$ cat src/rtl/nor_seq_pkg.sv
// Shared types and helpers for the time-multiplexed NOR chain sequencer.
package nor_seq_pkg;

  typedef enum logic [1:0] {
    IDLE = 2'd0,
    RUN  = 2'd1,
    DONE = 2'd2
  } seq_state_t;

  function automatic int cnt_width(input int stages);
    return $clog2(stages + 1);
  endfunction

endpackage

$ cat src/rtl/nor2_cell.sv
// Single combinational 2-input NOR; the one shared evaluation resource.
module nor2_cell (
  input  logic x,
  input  logic y,
  output logic z
);

  assign z = ~(x | y);

endmodule

$ cat src/rtl/nor_chain_sequencer.sv
// Evaluates a cascaded NOR chain one stage per clock through a single shared NOR
// cell, with valid/ready handshakes on the operand and result sides.
module nor_chain_sequencer
  import nor_seq_pkg::*;
#(
  parameter int STAGES = 3
) (
  input  logic              clk,
  input  logic              rst,
  input  logic              in_valid,
  output logic              in_ready,
  input  logic [STAGES:0]   ops,
  output logic              out_valid,
  input  logic              out_ready,
  output logic [STAGES-1:0] taps,
  output logic              result,
  output logic              busy
);

  localparam int CNT_W = cnt_width(STAGES);

  seq_state_t       state, next_state;
  logic [CNT_W-1:0] cnt;
  logic [STAGES:0]  ops_q;
  logic [STAGES-1:0] taps_q;
  logic             nor_x, nor_y, nor_z;
  logic             accept, last_stage;

  nor2_cell u_nor (
    .x(nor_x),
    .y(nor_y),
    .z(nor_z)
  );

  assign accept     = (state == IDLE) && in_valid;
  assign last_stage = (cnt == CNT_W'(STAGES - 1));

  // Stage 0 combines a and b; every later stage combines the previous tap with its side operand.
  always_comb begin
    nor_x = ops_q[0];
    nor_y = ops_q[1];
    for (int k = 1; k < STAGES; k++) begin
      if (cnt == CNT_W'(k)) begin
        nor_x = taps_q[k-1];
        nor_y = ops_q[k+1];
      end
    end
  end

  always_ff @(posedge clk or posedge rst) begin
    if (rst) begin
      state <= IDLE;
    end else begin
      state <= next_state;
    end
  end

  always_comb begin
    next_state = state;
    in_ready   = 1'b0;
    out_valid  = 1'b0;
    busy       = 1'b0;
    case (state)
      IDLE: begin
        in_ready = 1'b1;
        if (in_valid) next_state = RUN;
      end
      RUN: begin
        busy = 1'b1;
        if (last_stage) next_state = DONE;
      end
      DONE: begin
        busy      = 1'b1;
        out_valid = 1'b1;
        if (out_ready) next_state = IDLE;
      end
      default: next_state = IDLE;
    endcase
  end

  // Taps persist through DONE and IDLE; they are only cleared by the next accept.
  always_ff @(posedge clk or posedge rst) begin
    if (rst) begin
      cnt    <= '0;
      ops_q  <= '0;
      taps_q <= '0;
    end else if (accept) begin
      cnt    <= '0;
      ops_q  <= ops;
      taps_q <= '0;
    end else if (state == RUN) begin
      for (int k = 0; k < STAGES; k++) begin
        if (cnt == CNT_W'(k)) taps_q[k] <= nor_z;
      end
      cnt <= cnt + CNT_W'(1);
    end
  end

  assign taps   = taps_q;
  assign result = taps_q[STAGES-1];

endmodule

$ cat config.mk
export PLATFORM = sky130hd
export DESIGN_NAME = nor_chain_sequencer
export DESIGN_NICKNAME = d
export VERILOG_FILES = /design/src/rtl/nor_seq_pkg.sv /design/src/rtl/nor2_cell.sv /design/src/rtl/nor_chain_sequencer.sv
export SDC_FILE = /design/constraint.sdc
export NUM_CORES = 1
export LEC_CHECK = 0
export ABC_CLOCK_PERIOD_IN_PS = 3050
export CORE_MARGIN = 8
export CORE_UTILIZATION = 29
export CTS_BUF_LIST = sky130_fd_sc_hd__clkbuf_8
export CTS_CLUSTER_DIAMETER = 30
export DETAILED_ROUTE_END_ITERATION = 10
export GPL_ROUTABILITY_DRIVEN = 0
export PLACE_DENSITY = 0.59
export SLEW_MARGIN = 25
export SYNTH_ARGS = -nofsm -noshare
export SYNTH_HDL_FRONTEND = slang
export SYNTH_SLANG_ARGS = --single-unit
$ cat constraint.sdc
create_clock -name clk -period 3.05 [get_ports clk]
set_input_delay 0.61 -clock clk [delete_from_list [all_inputs] [get_ports clk]]
set_output_delay 0.61 -clock clk [all_outputs]
set_load 0.01 [all_outputs]
# Yosys cells after proc, flatten, opt, wreduce, memory -nomap -nowiden
# Cells that the tools add are included.
word_totals:
  latchBits: 0
  romBits: 0
  register_bits: 11
  ramBits: 0
  mem_count: 0
  output_inout_bits: 7
classes:
  n_reduce_logical: 12
  n_lt_le_gt_ge: 0
  muxes: 18
  bitwise: 2
  n_mul: 0
  add_sub_neg: 1
  n_eq_ne: 7
  n_div: 0
  shift: 0
ops:
  columns: ["cell", "count"]
  rows:
  - ["two-way mux 1 bit", 10]
  - ["two-way mux 2 bit", 5]
  - ["nonzero test 2 bit", 4]
  - ["two-way mux 3 bit", 2]
  - ["!= test 2 bit, second input constant", 3]
  - ["one-hot mux 2 bit (3 select lines)", 1]
  - ["AND reduction 2 bit", 3]
  - ["== test 2 x 1 -> 1 bit, second input constant", 2]
  - ["== test 2 bit, second input constant", 2]
  - ["zero test 2 bit", 2]
  - ["AND reduction 3 bit", 1]
  - ["adder 2 x 1 -> 2 bit, second input constant", 1]
  - ["OR reduction 2 bit", 1]
  - ["logical AND 1 bit", 1]
  - ["inverter 1 bit", 1]
  - ["bitwise OR 1 bit", 1]

# Depth between registers and ports, before layout
depth:
  word_depth: 8
  depth_mapped: 6
  ltp_nobuf: 5

# Cells and area by module
# Synthesis repeated with hierarchy kept, for this count alone.
hier_totals:
  cells_unflattened: 61
  hier_area_um2: 626.9
modules_own_cells:
  columns: ["module", "cells_per_inst", "instances", "area_per_inst_um2", "seq_area_each_um2"]
  rows:
  - ["nor_chain_sequencer", 60, 1, 623.1, 275.3]
  - ["nor2_cell", 1, 1, 3.8, 0.0]

# Worst setup path after synthesis
# Ideal clock, no wire load.
synth_path:
  path_type: "register to register"
  start: "register state[1]"
  end: "register state[0]"
  period_less_slack_ps: 1572
  slack_ps: 1478
  stages_incl_launch_ff: 6
  required_time_ps: 2923
  path_buffers: 1
  arrival_ps: 1444
  path_cell_list: "dfrtp_1 -> inv_1 -> ha_1 -> buf_2 -> a222oi_1 -> mux2_1"
synth_via:
  elab_chain_len: 3
  word_cells_on_any_way: 8
synth_lines:
  columns: ["item", "line_no", "text"]
  rows:
  - ["start, declared", "nor_chain_sequencer.sv:22", "seq_state_t state, next_state;"]
  - ["start signal, assigned", "nor_chain_sequencer.sv:54", "state <= next_state;"]
  - ["== test 2 x 1 -> 1 bit (tied with other cells)", "nor_chain_sequencer.sv:63", "case (state)"]
  - ["!= test 2 bit (no line)", null, null]
  - ["AND reduction 3 bit (no line)", null, null]
# Parallel ways exist; a longest one is shown, timed or not.
# A chain may end at the register's enable or synchronous reset.

# Worst setup path after layout
layout_path:
  start: "register state[1]"
  end: "output in_ready"
layout_via:
  elab_chain_len: 2
layout_lines:
  columns: ["item", "line_no", "text"]
  rows:
  - ["zero test 2 bit", "nor_chain_sequencer.sv:63", null]
  - ["two-way mux 1 bit", "nor_chain_sequencer.sv:63", null]
  - ["end, declared", "nor_chain_sequencer.sv:11", "output logic in_ready,"]
# Every way passes these cells.

==> reports/metrics.csv <==
stage;metric;value;unit
placement;placedCellCount;95;
die;fp.dieH;62.2;um
worst_setup_path;reg2reg_from;cnt[0];
synthesis;syn-cell-area;619;um^2
finish;drive_above_1_share;0.139;
global_route;use_met1;0.0832;
worst_setup_path;timing.rr.end;state[0];
global_route;met2_usage;0.113;
global_route;use_met3;0.0358;
global_route;gr-total-overflow;0;
worst_setup_path;critPathLaunchType;register;
synthesis;syn_nets;73;
finish;fill_cells;205;
sta;final-hold-violation-count;0;
global_route;grt_pass1_vias;492;
clock_network;clockBufferDepth;2;
placement;hpwl;957;um
synthesis;yosys-top-cells-count;dfrtp_1 (11), ha_1 (8), inv_1 (7);
route;initialDrtViolationCount;13;
route;drt_wl_total;1210;um
route;ant_nets;0;
power;total_power;0.788;mW
sta;period_needed;2.16;ns
clock_network;cts_inserted_buffers;3;
sta;finalSetupViolations;0;
sta;period_share;0.709;
finish;area_growth;32.9;%
clock_network;cts_tree;yes;
power;peakVddDrop;0.000479;V
worst_setup_path;crit_path_end_kind;output port;
synthesis;synth_edf_count;0;
synthesis;syn_area_per_cell;10.9;um^2
hold_path;min_path_cells;1;
clock_network;cts_hold_buf;0;
global_route;antenna_found_initial;0;
synthesis;async_flop_share;1.00;
hold_path;worstHoldEndpoint;ops_q[0];
hold_path;min_from;ops_q[0];
synthesis;yosys-top-cells-area;dfrtp_1 (44%), ha_1 (16%), mux2_2 (7.3%);
finish;seqCellArea;275;um^2
sta;finalMaxSlewViolations;0;
die;ioPinCount;15;
clock_network;cts_root_buf;clkbuf_8;
route;drc;0;
synthesis;synthFlopType;dfrtp_1;
finish;final_nets;89;
route;vias;449;
worst_setup_path;crit_start;state[1];
synthesis;yosysTopAreaCell;dfrtp_1;
clock_network;post_cts_resized;0;
synthesis;yosys_warnings;0;
finish;fin_cells;99;
synthesis;synth_xor_area_frac;0.0141;
die;start_util;0.312;
finish;fin_util;0.415;
placement;dpl_worst_slack;1.04;ns
synthesis;ys_seq_area_frac;0.444;
synthesis;ys_seq_elements;11;
job;timing.max_cap.violations;0;
worst_setup_path;critical_path_class;reg -> out;
clock_network;cts.sinks;11;
synthesis;synth_cells;57;
worst_setup_path;rr_worst_depth;5;
run_status;status;complete, no violations;
sta;setup_ws;0.889;ns
synthesis;synth_most_common_cell;dfrtp_1;
hold_path;min_path_type;reg -> reg;
sta;rsz0062_at_grt;false;
finish;multi_input_area;298;um^2
finish;antenna_cells;0;
sta;fmax;0.463;GHz
synthesis;muxShareOfSynthArea;0.141;
clock_network;cts-htree-levels;1;
synthesis;synthAdderAreaFrac;0.162;
sta;fin_tns_setup;0;ns
sta;fin_skew;0.00277;ns
synthesis;synth-simple-area-share;0.105;
clock_network;cts_setup_buffers;0;
clock_network;path_clk_slew;0.05;ns
route;wl_per_cell;12.2;um
sta;relSlewSlack;0.718;
placement;port_buffers;14;
worst_setup_path;cp_data_arrival_time;1.55;ns
global_route;grt_busiest_layer;met2;
power;power_density;958;nW/um^2
global_route;grt_pass1_wl;2310;um
synthesis;synth_top_cell_area_share;0.444;
worst_setup_path;crit_fanout;4;
die;die_w;62.2;um
sta;worstMarginPinSlew;0.422;ns
power;p_leak;0.377;nW
synthesis;synthDistinctLibCells;21;
global_route;track_usage;0.0724;
die;rows;16;
die;core_area;1980;um^2
clock_network;clk_latency;0.24;ns
route;dr.pass1.iters;4;
route;viasPerCell;4.54;
die;die_area;3870;um^2
synthesis;synth_top_family_by_area;adder cells;
worst_setup_path;required;2.44;ns
global_route;grt_max_degree;12;
worst_setup_path;r2r_slack;1.36;ns
synthesis;synth_compound_area_frac;0.0586;
==> cells by family (layout without fill, tap and decap cells) <==
family                   Yosys count  count (layout)
XOR/XNOR                           1               1
AND/OR/NAND/NOR                   13              13
AO/OA/AOI/OAI                      5               5
multiplexers                       8               8
adder cells (fa/ha/maj)            8               8
buffers and inverters             11              26
flip-flops                        11              11
==> cell usage in the layout (no fill, tap or decap), drive strengths merged, types with 2 or more instances in the layout <==
cell,netlist,final
mux2,6,6
clkbuf,1,3
mux2i,2,2
inv,8,8
dfrtp,11,11
a21oi,2,2
nor2,4,4
ha,8,8
nor3,2,2
nand2,4,4
clkdlybuf4s50,0,14
==> stage by stage <==
step	instance area [um^2]	hold slack [ns]
floorplan	619	0.462
global placement	777	0.506
detailed placement	777	0.506
CTS	823	0.519
global route	823	0.537
finish	823	0.516
==> cell type report <==
type / count / share of cell area
multi-input cells: 35 / 0.362
flip-flops and latches: 11 / 0.334
repair buffers: 14 / 0.170
clock buffers: 3 / 0.0502
well taps: 27 / 0.0410
inverters: 8 / 0.0365
clock inverters: 1 / 0.00608
==> worst max-delay path, stage by stage (launching register included) <==
cell and delay (ns):
dfrtp_1 0.39, inv_1 0.14, ha_1 0.23, clkdlybuf4s50_1 0.56
==> sequential cells by signal, indices dropped and copies added, names as in the netlist <==
register and flops:
state 2, taps 3, ops_q 4, cnt 2
==> layer usage <==
layer	vias to the layer above	routed length, um	part of all wire
met2	12	575	0.47
met5	-	0	0
met3	2	77	0.064
met4	0	12	0.0099
met1	215	547	0.45
li1	220	-	-
==> where the power goes <==
group | total [mW] | switching (mW) | internal, mW
Combinational | 0.385 | 0.183 | 0.202
Sequential | 0.257 | 0.0456 | 0.212
Clock | 0.146 | 0.0560 | 0.0898
Total | 0.788 | 0.285 | 0.504
==> worst max path at each step <==
stage | to | slack (ns) | cells past startpoint
2_1_floorplan | state[0] | 1.48 | 5
3_3_place_gp | state[1] | 1.06 | 4
3_5_place_dp | state[1] | 1.04 | 4
4_1_cts | in_ready | 0.87 | 3
5_1_grt | in_ready | 0.79 | 3
6_report | in_ready | 0.89 | 3
(Power assumes the default switching activity.)
==> RTL edit, RTL diff (config.mk and constraints unchanged) <==
The 3 states of `seq_state_t` get a one-hot encoding in 3 bits.
--- a/src/rtl/nor_seq_pkg.sv
+++ b/src/rtl/nor_seq_pkg.sv
@@ -3,6 +3,6 @@
 
-  typedef enum logic [1:0] {
-    IDLE = 2'd0,
-    RUN  = 2'd1,
-    DONE = 2'd2
+  typedef enum logic [2:0] {
+    IDLE = 3'b001,
+    RUN  = 3'b010,
+    DONE = 3'b100
   } seq_state_t;
Function: same outputs for any inputs over 10 cycles, from zero or initial values and one cycle with rst high; not proved beyond that.
==> RTL edit against the original RTL <==
Register-to-register slack better by 0.15 ns. Worst setup slack worse by 0.098 ns. Utilization down 3.9 points. Highest routed layer unchanged. Fmax down 4.4%. Critical endpoint unchanged. Final cell count up 8.1%. Clock power up 17%. Sequential cell count up 1. Synthesized area up 14%. Global-route usage up 0.31 points. Die area up 10%. Power up 7.2%. Design area up 9.3%. Wire length up 19%.
==> RTL edit: results (changes against the original RTL) <==
drive_gt1_share_pct: 15.58  # was 13.89%
grt_pass1_vias: 562  # was 492
wl_met2_um: 658  # was 575 um
use_met3_pct: 2.721  # was 3.584%
track_usage_pct: 7.547  # was 7.240%
grt_max_degree: 13  # was 12
synth-seq-area-share_pct: 42.65  # was 44.44%
dp_hpwl_mm: 1.062  # was 956.7 um
synth.lib_cells_used.distinct: 32  # was 21
wl_met1_um: 640  # was 547 um
relSlewSlack_pct: 70.33  # was 71.84%
synth_area_leaders: "dfrtp_1 (39%), mux2_4 (8.5%), ha_1 (5.3%), dfstp_2 (3.7%), nor2_1 (3.7%)"  # was dfrtp_1 (44%), ha_1 (16%), mux2_2 (7.3%), inv_1 (4.2%), mux2_1 (3.6%)
gr-usage-met2_pct: 11.07  # was 11.25%
syn_nets: 75  # was 73
synthTopCellsByCount: "dfrtp_1 (11), nor2_1 (7), a21oi_1 (5)"  # was dfrtp_1 (11), ha_1 (8), inv_1 (7)
drt_iter0_markers: 22  # was 13
cp_max_fo: 10  # was 4
cp.arrival_ns: 1.65  # was 1.55 ns
clock_skew_ns: 0.003110  # was 0.002774 ns
first_pass_iters: 3  # was 4
peakVddDrop_mv: 0.2737  # was 0.4792 mV
run_status: "complete, no violations"  # unchanged
grt_util_met1_pct: 8.492  # was 8.325%
slowest_delay_ns: 0.64  # was 0.56 ns
slowest_stage: "dfstp_2"  # was clkdlybuf4s50_1
power.leakage_nw: 0.3781  # was 0.3768 nW
==> RTL edit: power breakdown <==
part           leakage (nW)  internal (mW)  switching, mW
sequential            0.152          0.230         0.0809
combinational         0.198          0.209          0.154
clock                0.0288          0.114         0.0570
total                 0.378          0.553          0.292
==> RTL edit: layout make-up <==
| class | instances | area (um^2) | area share [%] |
|---|---|---|---|
| flip-flops and latches | 12 | 301.5 | 33.52 |
| repair buffers | 14 | 140.1 | 15.58 |
| clock buffers | 4 | 55.05 | 6.120 |
| multi-input cells | 43 | 350.3 | 38.94 |
| inverters | 4 | 15.01 | 1.669 |
| well taps | 30 | 37.54 | 4.172 |
==> RTL edit: kinds of logic after synthesis <==
logic type	count (synthesis)	synth area share, %
muxes	4	8.496
adders and majority gates	3	5.310
and+or+nand+nor	21	20.00
DFF	12	42.65
AOI/OAI and AO/OA	14	14.51
buffers and inverters	9	7.787
xor gates and xnor gates	1	1.239
==> RTL edit: path summary, 6_finish.rpt <==
kind	to	slack, ns	cells after the start	startpoint
setup / recovery	in_ready	0.79	2	state[0]
hold / removal	ops_q[2]	0.51	1	ops_q[2]
setup reg to reg	ops_q[2]	1.51	2	state[0]
hold reg to reg	ops_q[2]	0.51	1	ops_q[2]
max in group asynchronous	state[0]	2.04	2	rst
min in group asynchronous	state[1]	0.68	2	rst
==> RTL edit: through the flow <==
stage               hold slack, ns  cells  worst slack [ns]  cell area (um^2)  power, mW
floorplan                   0.4740     64             1.428             706.9     0.5857
global placement            0.5038    103             1.044             844.6     0.6719
detailed placement          0.4996    103             1.037             844.6     0.6805
CTS                         0.5170    107            0.7701             899.6     0.8620
global route                0.5422    107            0.7014             899.6     0.9129
finish                      0.5128    107            0.7903             899.6     0.8449
